## config.mk

```make
export PLATFORM = sky130hd
export DESIGN_NAME = io_out_pacer
export DESIGN_NICKNAME = d
export VERILOG_FILES = /design/src/rtl/io_out_pacer.sv
export SDC_FILE = /design/constraint.sdc
export NUM_CORES = 1
export LEC_CHECK = 0
export ABC_AREA = 0
export CORE_ASPECT_RATIO = 1.1
export CORE_MARGIN = 2
export CORE_UTILIZATION = 53
export DETAILED_ROUTE_END_ITERATION = 10
export PLACE_DENSITY = 0.89
export SLEW_MARGIN = 0
export SYNTH_ARGS = -nofsm -noshare
export SYNTH_HDL_FRONTEND = slang
export SYNTH_SLANG_ARGS = --single-unit
```

## constraint.sdc

```tcl
create_clock -name wb_clk_i -period 7.7 [get_ports wb_clk_i]
set_input_delay 1.54 -clock wb_clk_i [delete_from_list [all_inputs] [get_ports wb_clk_i]]
set_output_delay 1.54 -clock wb_clk_i [all_outputs]
set_load 0.01 [all_outputs]
```

## src/rtl/io_out_pacer.sv

```systemverilog
// rtl/io_out_pacer.sv - FIFO-buffered pad output stage holding each value >= HOLD_CYCLES cycles.
// Optional toggle_o output enabled by macro IO_PACER_TOGGLE_EN.
module io_out_pacer #(
  parameter int               OUT_W       = 16,
  parameter int               DEPTH       = 4,
  parameter int               HOLD_CYCLES = 1000,
  parameter logic [OUT_W-1:0] RESET_VAL   = '0
) (
  input  logic                     wb_clk_i,
  input  logic                     wb_rst_i,
  input  logic                     wr_valid_i,
  input  logic [OUT_W-1:0]         wr_data_i,
  output logic                     wr_ready_o,
  input  logic                     clr_i,
  output logic [OUT_W-1:0]         out_data_o,
  output logic                     out_strobe_o,
  output logic [OUT_W-1:0]         io_oeb_o,
  output logic [$clog2(DEPTH):0]   level_o,
  output logic                     busy_o,
`ifdef IO_PACER_TOGGLE_EN
  output logic                     overflow_o,
  output logic                     toggle_o
`else
  output logic                     overflow_o
`endif
);

  localparam int AW = $clog2(DEPTH);
  localparam int CW = (HOLD_CYCLES > 1) ? $clog2(HOLD_CYCLES) : 1;
  localparam logic [CW-1:0] HOLD_LOAD = CW'(HOLD_CYCLES - 1);
  localparam logic [AW:0]   FULL_LVL  = (AW+1)'(DEPTH);

  typedef enum logic {IDLE, HOLD} state_t;

  state_t            state, state_next;
  logic [CW-1:0]     cnt, cnt_next;
  logic [OUT_W-1:0]  mem [DEPTH];
  logic [AW-1:0]     wr_ptr, rd_ptr;
  logic [AW:0]       level;
  logic [OUT_W-1:0]  out_data;
  logic              strobe, oe, ovf;
  logic              full, push, pop;

  assign full = (level == FULL_LVL);
  // Full is judged on registered occupancy, so a same-cycle pop never frees a slot.
  assign push = wr_valid_i & ~full & ~clr_i;

  always_comb begin
    state_next = state;
    cnt_next   = cnt;
    pop        = 1'b0;
    case (state)
      IDLE: begin
        if (level != '0) begin
          pop        = 1'b1;
          state_next = HOLD;
          cnt_next   = HOLD_LOAD;
        end
      end
      HOLD: begin
        if (cnt != '0) begin
          cnt_next = cnt - 1'b1;
        end else if (level != '0) begin
          pop      = 1'b1;
          cnt_next = HOLD_LOAD;
        end else begin
          state_next = IDLE;
        end
      end
      default: state_next = IDLE;
    endcase
    if (clr_i) begin
      pop        = 1'b0;
      state_next = IDLE;
      cnt_next   = '0;
    end
  end

  always_ff @(posedge wb_clk_i) begin
    if (wb_rst_i) begin
      state <= IDLE;
      cnt   <= '0;
    end else begin
      state <= state_next;
      cnt   <= cnt_next;
    end
  end

  always_ff @(posedge wb_clk_i) begin
    if (push) mem[wr_ptr] <= wr_data_i;
  end

  always_ff @(posedge wb_clk_i) begin
    if (wb_rst_i) begin
      wr_ptr   <= '0;
      rd_ptr   <= '0;
      level    <= '0;
      out_data <= RESET_VAL;
      strobe   <= 1'b0;
      oe       <= 1'b0;
      ovf      <= 1'b0;
    end else if (clr_i) begin
      wr_ptr <= '0;
      rd_ptr <= '0;
      level  <= '0;
      strobe <= 1'b0;
      ovf    <= 1'b0;
    end else begin
      strobe <= pop;
      if (wr_valid_i & full) ovf <= 1'b1;
      if (push) wr_ptr <= wr_ptr + 1'b1;
      if (pop) begin
        rd_ptr   <= rd_ptr + 1'b1;
        out_data <= mem[rd_ptr];
        oe       <= 1'b1;
      end
      if (push & ~pop)      level <= level + (AW+1)'(1);
      else if (pop & ~push) level <= level - (AW+1)'(1);
    end
  end

`ifdef IO_PACER_TOGGLE_EN
  logic tog;
  always_ff @(posedge wb_clk_i) begin
    if (wb_rst_i)  tog <= 1'b0;
    else if (pop)  tog <= ~tog;
  end
  assign toggle_o = tog;
`endif

  assign wr_ready_o   = ~full;
  assign out_data_o   = out_data;
  assign out_strobe_o = strobe;
  assign io_oeb_o     = {OUT_W{~oe}};
  assign level_o      = level;
  assign busy_o       = (level != '0) | (state == HOLD);
  assign overflow_o   = ovf;

endmodule
```

==> metrics <==
drt wl/cell=17.4 um; setup bufs post-CTS=0; maximum VDD drop=0.151 mV; Logic pwr share=13.6%; Die Footprint=8540 um^2; Fillers=549; # diodes=0; clock-pin slew on the worst setup and hold paths=0.10 ns; max_cap viols=0; Post-synth ARST share=0%; Critical-path top delay cell=nor2_1; Sequential Power Share=55.0%; total I/O pin count=59; clk sink count=101; cell family with most CP delay=simple AND/OR/NAND/NOR gates; outcome=finished, final reports clean; worst-path fanout max=17; Final setup viols=0; Root Driver=clkbuf_8; library cells used by synthesis=41; row count=33; Post-CTS Hold Buffers=0; EDFF count, synth=64; largest net degree at the start of global routing=29; area of the multi-input gates=1260 um^2; drt pass-1 iters=4; kind of critical path=primary input to register; unrepaired setup endpoints after global routing=false; initial antenna violation count=0; CTS buffer count=9; H-tree depth=3; CTS max path bufs=2; measured slew at the worst slew-check pin=1.22 ns; crit path time final=3.87 ns; PwrDens=226 nW/um^2; Post-Synthesis Cells=302; switching power share of the total=25.5%; Hold Vio Cnt, Final=0; P_sw=0.281 mW; critical path capture point type=register; total gr overflow=0; Netlist Area Pre-Place=4140 um^2; GPL Wtd Cong=0.784; cell count after placement=435; WP buf/inv=2; crit share post-route=50.2%; Synth Net Count=330; Worst Setup Slack, final=3.83 ns; CP required=8.00 ns; startpoint type of the worst setup path=primary input; GRT Total Usage=20.3%; register area share after synthesis=64.3%; critical path's largest stage delay=0.95 ns; Max Slew Vio Count=0; Ys Warns=0; Clock power frac=31.5%; CTS tree=yes; Layout area overhead=18.0%; vias in the first global route=2610; die width=88.3 um; Avg Cell Area, Syn=13.7 um^2; crit-path cells=clkdlybuf4s50_1 > nor2_1 > nand2_1 > ha_1 > inv_1 > fa_1 > xor2_1 > or3_1 > a21oi_1; height of the die=96.7 um; post-cts sizing count=0; fmax=259 MHz; DP Wirelength=5130 um; final non-filler cell total=451; type of the most critical hold path=register to register; drt total wl=7840 um; number of antenna-violating nets in the routed design=0; Core Region=7510 um^2; Max transition margin=18.5%; Design Power=1.10 mW; #FFs+latches synth=101; proportion of layout cells with a drive suffix above 1=11.0%; Via density=5.70; DRT iter0 DRCs=210; dpl ws=3.49 ns; Skew-Pair Late Insertion Delay=0.37 ns; Post-Route Setup TNS=0 ns; first-pass GRT wire length=13100 um; Layout Nets=369; Leak=1.60 nW; Clock Skews=0.00955 ns; crit path DAT=4.17 ns; via count=2571; Buffers on Ports=58; Storage cell area=2660 um^2; main flop type after synthesis=edfxtp_1; detailed-route DRC error count=0; Initial Util=55.1%; Cell Int Power=0.823 mW
[cell type report]
cell class,count,share of cell area [%]
Clock buffer,9,2.54
Multi-Input combinational cell,162,25.9
Clock inverter,7,1.66
Timing Repair Buffer,60,12.2
Tap cell,105,2.69
Sequential cell,101,54.5
Inverter,7,0.538
[routing by layer]
layer,vias up,routed length (um),GRT usage (%)
met5,-,0,0
met4,0,96,8.04
met3,9,521,4.27
met2,95,4220,32.9
met1,1264,3000,26.4
li1,1203,-,-
[path summary, 6_finish.rpt]
check | cells after the start | from | end | slack [ns]
setup / recovery | 9 | clr_i | level_o[2] | 3.83
hold / removal | 2 | out_data_o[10] | out_data_o[10] | 0.49
setup reg to reg | 9 | level_o[0] | level_o[2] | 4.76
hold reg to reg | 2 | out_data_o[10] | out_data_o[10] | 0.49
[worst register-to-register path, cell delays in order, from the launching register on]
cell     delay, ns
dfxtp_1       0.41
nor3_1        0.56
nor2_1        0.46
nand2_1       0.20
ha_1          0.19
inv_1         0.06
fa_1          0.37
xor2_1        0.18
or3_1         0.31
a21oi_1       0.14
[synth_stat cells, drive strengths merged (2+ instances only)]
cell | number | area [um^2]
inv | 7 | 26.3
a31oi | 3 | 18.8
xor2 | 3 | 26.3
nor3 | 9 | 45.0
ha | 7 | 87.6
o21ai | 22 | 110
edfxtp | 64 | 1920
a211oi | 2 | 15.0
dfxtp | 37 | 741
buf | 19 | 139
nor2 | 13 | 48.8
and2 | 4 | 25.0
nand3 | 18 | 90.1
mux4 | 16 | 360
nor4 | 6 | 37.5
a21oi | 23 | 115
o31a | 2 | 17.5
nand2b | 2 | 12.5
or3 | 5 | 31.3
o21a | 5 | 37.5
and3 | 2 | 12.5
nand2 | 4 | 15.0
or4 | 2 | 18.8
clkbuf | 13 | 48.8
[per-stage QoR]
| stage | instance area (um^2) | hold slack, ns | util (%) |
|---|---|---|---|
| finish | 4890 | 0.486 | 65.0 |
| global route | 4890 | 0.512 | 65.0 |
| CTS | 4890 | 0.487 | 65.0 |
| detailed placement | 4680 | 0.463 | 62.3 |
| global placement | 4680 | 0.460 | 62.3 |
| floorplan | 4140 | 0.469 | - |
[state kept, by name (all words and copies together) (netlist names)]
signal	count
out_strobe_o	1
level_o	3
mem	64
rd_ptr	2
oe	1
wr_ptr	2
out_data_o	16
state	1
overflow_o	1
cnt	10
[cell families (layout without fill, tap and decap cells)]
logic type / Yosys count / count (layout) / synth area share, %
flops: 101 / 101 / 64.3
simple gates: 71 / 71 / 9.21
compound gates: 62 / 62 / 8.94
buf+inv: 39 / 83 / 5.17
mux: 17 / 17 / 8.94
fa+ha+maj: 8 / 8 / 2.60
xor+xnor: 4 / 4 / 0.846
[power groups by stage]
stage	combinational, mW	sequential (mW)	clock (mW)
global route	0.164	0.610	0.378
global placement	0.145	0.618	0
detailed placement	0.150	0.620	0
CTS	0.151	0.607	0.351
finish	0.150	0.607	0.348
floorplan	0.0952	0.618	0
[cells in the final DEF (no fill, tap or decap), drive strengths merged, types with 2 or more instances in the layout]
cell,instances
clkbuf,9
o31a,2
or4,2
a21oi,23
inv,11
buf,2
a211oi,2
nor4,6
o21ai,22
xor2,3
nor3,9
and2,4
ha,7
nor2,13
clkdlybuf4s50,58
mux4,16
or3,5
o21a,5
nand2b,2
edfxtp,64
nand2,4
dfxtp,37
and3,2
a31oi,3
nand3,18
Note: power is estimated with default switching activity, not from simulation.
